==> src/rtl/instruction_fetch.sv <==
// -----------------------------------------------------------------------------
// instruction_fetch
//
// Single-stage instruction fetch unit. It keeps a program counter, reads one
// word per cycle from a combinational instruction memory, and presents the
// word to decode through a valid/ready output register. JAL targets are
// predecoded so the fetch stream follows unconditional jumps without a bubble.
// A fetch from beyond the end of memory, or a redirect to a misaligned
// address, raises a sticky fault. Only reset clears the fault.
//
// Ports
//   clk, reset        : clock and synchronous active-high reset
//   imem_addr   [31:0]: byte address to instruction memory (the PC register)
//   imem_rd     [31:0]: instruction word for imem_addr (combinational)
//   redirect          : taken branch/jump from downstream, flush and reload PC
//   redirect_target   : new byte PC, valid with redirect
//   if_ready          : decode accepts the presented instruction this cycle
//   if_valid          : if_instr / if_pc / if_pc_plus4 are valid
//   if_instr    [31:0]: fetched instruction word
//   if_pc       [31:0]: byte address of if_instr
//   if_pc_plus4 [31:0]: if_pc + 4 (link value)
//   fault             : sticky out-of-range / misaligned fetch flag
//   fetch_count [15:0]: saturating count of accepted instructions
//   dbg_state         : current FSM state (0 = RUN, 1 = FAULT)
//
// Handshake: an instruction transfers on every rising edge where
// if_valid && if_ready are both high. While if_valid is high and if_ready is
// low, the presented instruction and its PC stay stable until accepted or
// flushed by redirect.
// -----------------------------------------------------------------------------
module instruction_fetch #(
    parameter logic [31:0] RESET_PC   = 32'h0000_0000,
    parameter int          IMEM_WORDS = 20
) (
    input  logic        clk,
    input  logic        reset,
    output logic [31:0] imem_addr,
    input  logic [31:0] imem_rd,
    input  logic        redirect,
    input  logic [31:0] redirect_target,
    input  logic        if_ready,
    output logic        if_valid,
    output logic [31:0] if_instr,
    output logic [31:0] if_pc,
    output logic [31:0] if_pc_plus4,
    output logic        fault,
    output logic [15:0] fetch_count,
    output logic        dbg_state
);

    typedef enum logic {
        ST_RUN   = 1'b0,
        ST_FAULT = 1'b1
    } state_e;

    localparam logic [29:0] IMEM_LIMIT = 30'(IMEM_WORDS);
    localparam logic [5:0]  OP_JAL     = 6'b000011;

    state_e      state_q, state_d;
    logic [31:0] pc_q, pc_d;
    logic        if_valid_q, if_valid_d;
    logic [31:0] if_instr_q, if_instr_d;
    logic [31:0] if_pc_q, if_pc_d;
    logic [31:0] if_pc_plus4_q, if_pc_plus4_d;
    logic        fault_q, fault_d;
    logic [15:0] fetch_count_q, fetch_count_d;

    logic [31:0] pc_plus4;
    logic [31:0] next_pc;
    logic        is_jal;
    logic        pc_in_range;
    logic        handshake;
    logic        can_advance;

    assign pc_plus4    = pc_q + 32'd4;
    assign is_jal      = (imem_rd[31:26] == OP_JAL);
    // JAL target stays in the 256 MB region of the following instruction.
    assign next_pc     = is_jal ? {pc_plus4[31:28], imem_rd[25:0], 2'b00} : pc_plus4;
    assign pc_in_range = (pc_q[31:2] < IMEM_LIMIT);
    assign handshake   = if_valid_q && if_ready;
    // Output register is free when empty or being drained this cycle.
    assign can_advance = !if_valid_q || if_ready;

    always_comb begin
        state_d       = state_q;
        pc_d          = pc_q;
        if_valid_d    = if_valid_q;
        if_instr_d    = if_instr_q;
        if_pc_d       = if_pc_q;
        if_pc_plus4_d = if_pc_plus4_q;
        fault_d       = fault_q;

        // Accepted instructions count even when a redirect flushes the stage.
        if (handshake && (fetch_count_q != 16'hFFFF)) begin
            fetch_count_d = fetch_count_q + 16'd1;
        end else begin
            fetch_count_d = fetch_count_q;
        end

        case (state_q)
            ST_RUN: begin
                if (redirect) begin
                    if_valid_d = 1'b0;
                    if (redirect_target[1:0] != 2'b00) begin
                        // Misaligned target: PC is left where it was.
                        fault_d = 1'b1;
                        state_d = ST_FAULT;
                    end else begin
                        pc_d = redirect_target;
                    end
                end else if (!pc_in_range) begin
                    fault_d = 1'b1;
                    state_d = ST_FAULT;
                    if (handshake) begin
                        if_valid_d = 1'b0;
                    end
                end else if (can_advance) begin
                    if_valid_d    = 1'b1;
                    if_instr_d    = imem_rd;
                    if_pc_d       = pc_q;
                    if_pc_plus4_d = pc_plus4;
                    pc_d          = next_pc;
                end
            end
            ST_FAULT: begin
                // Let any held instruction drain; redirect is ignored.
                if (if_ready) begin
                    if_valid_d = 1'b0;
                end
            end
            default: begin
                state_d = ST_FAULT;
                fault_d = 1'b1;
            end
        endcase
    end

    always_ff @(posedge clk) begin
        if (reset) begin
            state_q       <= ST_RUN;
            pc_q          <= RESET_PC;
            if_valid_q    <= 1'b0;
            if_instr_q    <= 32'h0;
            if_pc_q       <= 32'h0;
            if_pc_plus4_q <= 32'h0;
            fault_q       <= 1'b0;
            fetch_count_q <= 16'h0;
        end else begin
            state_q       <= state_d;
            pc_q          <= pc_d;
            if_valid_q    <= if_valid_d;
            if_instr_q    <= if_instr_d;
            if_pc_q       <= if_pc_d;
            if_pc_plus4_q <= if_pc_plus4_d;
            fault_q       <= fault_d;
            fetch_count_q <= fetch_count_d;
        end
    end

    assign imem_addr   = pc_q;
    assign if_valid    = if_valid_q;
    assign if_instr    = if_instr_q;
    assign if_pc       = if_pc_q;
    assign if_pc_plus4 = if_pc_plus4_q;
    assign fault       = fault_q;
    assign fetch_count = fetch_count_q;
    assign dbg_state   = state_q;

endmodule

==> config.mk <==
export PLATFORM = sky130hd
export DESIGN_NAME = instruction_fetch
export DESIGN_NICKNAME = d
export VERILOG_FILES = /design/src/rtl/instruction_fetch.sv
export SDC_FILE = /design/constraint.sdc
export NUM_CORES = 1
export LEC_CHECK = 0
export ABC_CLOCK_PERIOD_IN_PS = 3320
export BUFFER_PORTS_ARGS = -buffer_cell sky130_fd_sc_hd__clkbuf_2
export CAP_MARGIN = 15
export CORE_MARGIN = 1.5
export CORE_UTILIZATION = 54
export CTS_CLUSTER_SIZE = 10
export DETAILED_ROUTE_END_ITERATION = 8
export PLACE_DENSITY = 0.84
export SYNTH_ARGS = -nofsm -noshare
export SYNTH_HDL_FRONTEND = slang
export SYNTH_SLANG_ARGS = --single-unit
export TNS_END_PERCENT = 10
==> constraint.sdc <==
create_clock -name clk -period 3.32 [get_ports clk]
set_input_delay 0.498 -clock clk [delete_from_list [all_inputs] [get_ports clk]]
set_output_delay 0.498 -clock clk [all_outputs]
set_load 0.01 [all_outputs]
; ---- After elaboration in Yosys (flattened, before gate mapping)
; Cells that the tools add are included.
[op_classes]
addsub = 2
multipliers = 0
div_mod_pow = 0
order_cmp = 1
eq_ne = 8
n_shift = 0
muxes = 18
bitwise = 2
n_reduce_logical = 11
[ops]
columns = op, count
row1 = $mux 32, 4
row2 = $add 32x3->32 const B, 1
row3 = $lt 30x5->1 const B, 1
row4 = $mux 28, 1
row5 = $add 16x1->16 const B, 1
row6 = $ne 16x16->1 const B, 1
row7 = $mux 1, 12
row8 = $ne 4x4->1 const B, 2
row9 = $reduce_and 4->1, 2
row10 = $eq 6x2->1 const B, 1
row11 = $ne 2x2->1 const B, 3
row12 = $reduce_and 3->1, 2
row13 = $reduce_bool 2->1, 3
row14 = $logic_and 1x1->1, 2
row15 = $ne 2x1->1 const B, 1
row16 = $not 1->1, 2
row17 = $pmux 1 s2, 1
row18 = $logic_not 1->1, 1
row19 = $logic_or 1x1->1, 1
[word_totals]
regBits = 147
latch_bits = 0
ram_bits = 0
mem_bits_ro = 0
output_inout_bits = 147
elab_cells = 50
mem_count = 0

; ---- Depth between registers and ports, before layout
[logic_depth]
word_depth = 6
ltp_mapped = 8

; ---- Least setup slack after synthesis
; OpenSTA, ideal clock, no wires.
[synth_path]
path_type = input to register
start = input port imem_rd[31]
end = register pc_q[14], in the netlist imem_addr[14]
setup_ps = 58
arrival_ps = 2000
required_time_ps = 3262
slack_ps = 1261
cell_stages = 6
path_buffers = 1
path_cell_list = or4b_1 clkbuf_1 nor2_2 a41oi_2 nor2_2 o221a_2
[synth_between]
elab_chain_cells = 5
[synth_rtl]
columns = element, line
row1 = start: declaration, 38  ; input logic [31:0] imem_rd,
row2 = $eq 6x2->1, 76  ; assign is_jal = (imem_rd[31:26] == OP_JAL);
row3 = $mux 28, 78  ; assign next_pc = is_jal ? {pc_plus4[31:28], imem_rd[25:0], 2'b00} : pc_plus4;
row4 = $mux 32, 117  ; end else if (can_advance) begin
row5 = $mux 32, 111  ; end else if (!pc_in_range) begin
row6 = $mux 32, 102  ; if (redirect) begin
row7 = end signal: assignment, 150  ; pc_q <= pc_d;
row8 = end: declaration, 60  ; logic [31:0] pc_q, pc_d;
; No other way between the ends. The select of a mux whose other input is x is not followed.
; A chain may end at the register's enable or synchronous reset.

; ---- Final worst setup path
[layout_path]
start = register pc_q[14], in the netlist imem_addr[14]
end = register if_pc_plus4_q[4], in the netlist if_pc_plus4[4]
[layout_between]
elab_chain_cells = 2
[layout_rtl]
columns = element, line
row1 = $lt 30x5->1, 79  ; assign pc_in_range = (pc_q[31:2] < IMEM_LIMIT);
row2 = $reduce_and 4->1 (no line), -
row3 = end signal: assignment, 154  ; if_pc_plus4_q <= if_pc_plus4_d;
row4 = end: declaration, 64  ; logic [31:0] if_pc_plus4_q, if_pc_plus4_d;
; No other way between the ends.

==> flow_summary_export.csv <==
group,metric,value,unit
cts,cts_tree,"built",
finish,fin_nets,972,
grt,grt_pass1_wl,27.97,mm
cts,clockRootBuffer,"clkbuf_8",
timing,finalWorstPathRequiredPeriod,2.461,ns
timing,fin_skew,0.006950,ns
timing,tns,0,ns
die,die_area,0.01184,mm2
timing,setup_viol,0,
cts,h-tree-depth,4,
die,die_h,108.8,um
outcome,status,"complete, no violations",
power_and_ir_drop,power.leakage,3.338,nW
worst_setup_path,critPathArrivalTime,2.91,ns
worst_setup_path,worstSetupPathType,"reg -> reg",
worst_setup_path,path_cells,"nor4_1 -> and4_1 -> and3_2 -> nor2_1 -> a211oi_1",
finish,area_delta_synth_final,28.62,%
synthesis,ys_seq_elements,145,
die,initial_core_util,55.53,%
placed_design,gp_congestion,0.9289,
cts,cts_setup_buffers,0,
timing,layout_setup_ws,0.8590,ns
timing,fin_crit_sh,74.13,%
cts,cts.repair.resized,0,
finish,antenna_cells,0,
grt,track_usage,30.47,%
die,fp-row-count,38,
routing,num_vias,6130,
routing,drc,0,
timing,slew_violations,0,
die,die_w,108.8,um
synthesis,synth.cell_area,0.006046,mm2
synthesis,async_flop_share,0,%
grt,antenna_found_initial,0,
timing,relSlewSlack,38.41,%
synthesis,synth-compound-area-share,17.51,%
placed_design,dp_hpwl,12.23,mm
cts,cts.sinks,145,
finish,drive_gt1_share,29.95,%
synthesis,synthDominantCellAreaShare,48.01,%
placed_design,io_buffers,214,
synthesis,synth_xor_area_share,2.752,%
routing,first_pass_iters,5,
synthesis,yosysTopAreaCell,"dfxtp_1",
synthesis,seq_area_frac_synth,48.01,%
power_and_ir_drop,p_per_area,555.6,mW/mm2
synthesis,synth_commonest_cells,"dfxtp_1 (145), nand2_1 (117), a21oi_1 (75)",
worst_setup_path,slowest_delay,0.84,ns
synthesis,yosys_warnings,0,
cts,cts_buffer_depth,2,
routing,drt_iter0_markers,564,
synthesis,ys.flop_type,"dfxtp_1",
routing,ant_nets,0,
synthesis,synth_enable_flop_cells,0,
worst_setup_path,end_kind,"flip-flop",
timing,max_freq,406.3,MHz
placed_design,place_ws,0.6569,ns
cts,clkLatencyLatePin,0.54,ns
power_and_ir_drop,ir_worst_vdd,0.3842,mV
worst_setup_path,cp_max_fo,47,
synthesis,synth.avg_cell_area,8.503,um2
synthesis,ys_top_cells_by_area,"dfxtp_1 (48%), nand2_1 (7.3%), a21oi_1 (6.2%)",
routing,wl_per_cell,16.94,um
worst_setup_path,cp.required,3.77,ns
die,coreArea,0.01089,mm2
timing,rsz0062_at_grt,"no",
synthesis,synth-simple-area-share,26.59,%
grt,globalRouteOverflowTotal,0,
grt,grt_max_degree,92,
die,io_pins,215,
cts,clkSlewWorstSetupHoldPaths,0.06,ns
min_path,min_path_type,"in -> reg",
synthesis,synth_adder_area_share,0.4139,%
synthesis,synth_top_family_by_area,"simple AND/OR/NAND/NOR gates",
synthesis,syn-num-nets,781,
synthesis,synth_most_common_cell,"dfxtp_1",
routing,routed_wl,17.87,mm
worst_setup_path,cp-start-kind,"flip-flop",
timing,whs,0.1891,ns
job,timing.max_cap.violations,0,
synthesis,postSynthCellCount,711,
timing,finalHoldViolations,0,
synthesis,synth_cell_types,59,
cts,cts_inserted_buffers,17,
power_and_ir_drop,power.total,4.320,mW
timing,tightest_slew,0.9239,ns
routing,via_per_inst,5.810,
synthesis,synth.area.mux_share,0,%
cts,cts_hold_buf,0,
worst_setup_path,cpMaxStageDelayCell,"and3_2",
grt,grt_pass1_vias,5550,
==> where the power goes <==
part	leakage (nW)	internal, mW	switching (mW)
combinational	1.86	0.166	0.303
sequential	1.17	1.79	0.0658
clock	0.304	1.25	0.746
==> stage by stage <==
stage	std cells	area, um2	util, %
final	1055	7776	71.42
after global routing	1055	7776	71.42
after CTS	1055	7776	71.42
after detailed placement	1023	7162	65.78
after global placement	1023	7162	65.78
after floorplan	711	6046	-
==> final cells by class <==
type                       instances  area [um2]
clock buffer                      20       435.4
timing repair buffer             227        1169
inverter                          12       45.04
sequential                       145        2903
fill                             909        3112
clock inverter                    12       178.9
tap                              140       175.2
multi-input combinational        499        2870
==> placed cells by master, fill, tap and decap left out, types with 6 or more instances in the layout <==
cell type  count
o211ai_1       6
o21ai_0       30
clkbuf_2     213
a211oi_1       8
and4_1         9
and3_1        51
o31ai_1        8
nor3_1        14
o22ai_1        6
nand4_1        8
dfxtp_1      145
a31oi_1        6
nand3_1       23
a21oi_1       75
nand2_1      117
nor4_1        20
nor2_1        26
clkbuf_16     16
xnor2_1       15
inv_1         10
buf_4         13
==> final timing paths <==
check / from / to / slack (ns) / cells past startpoint
min: imem_rd[17] / if_instr[17]$_SDFFE_PP0P_ / 0.19 / 3
max: imem_addr[14]$_SDFFE_PP0P_ / if_pc_plus4[4]$_SDFFE_PP0P_ / 0.86 / 5
min reg2reg: if_instr[31]$_SDFFE_PP0P_ / if_instr[31]$_SDFFE_PP0P_ / 0.45 / 2
max reg2reg: imem_addr[14]$_SDFFE_PP0P_ / if_pc_plus4[4]$_SDFFE_PP0P_ / 0.86 / 5
==> state kept, by name, indices dropped and copies added, names as in the netlist <==
signal       count
if_valid         1
fault            1
if_pc_plus4     30
imem_addr       32
fetch_count     16
dbg_state        1
if_instr        32
if_pc           32
==> layer usage <==
metal	part of all wire, %	track usage [%]	vias up	routed length, um
met4	2.8	13.53	0	499
li1	-	-	2941	-
met2	46	46.86	319	8193
met1	42	40.16	2825	7580
met3	8.9	8.069	45	1596
met5	0	0	-	0
==> cells by family (layout without fill, tap and decap cells) <==
| kind of cell | count (synthesis) | after routing |
|---|---|---|
| AOI/OAI and AO/OA | 170 | 170 |
| xor gates and xnor gates | 19 | 19 |
| adders and majority gates | 2 | 2 |
| buffers and inverters | 67 | 271 |
| DFF | 145 | 145 |
| and+or+nand+nor | 308 | 308 |
==> critical path: cells and delay by family, from the launching register on <==
kind | cells | cell delay [ns]
AOI/OAI and AO/OA | 1 | 0.25
DFF | 1 | 0.38
and+or+nand+nor | 4 | 1.72
Power figures use the tool's default switching activity.
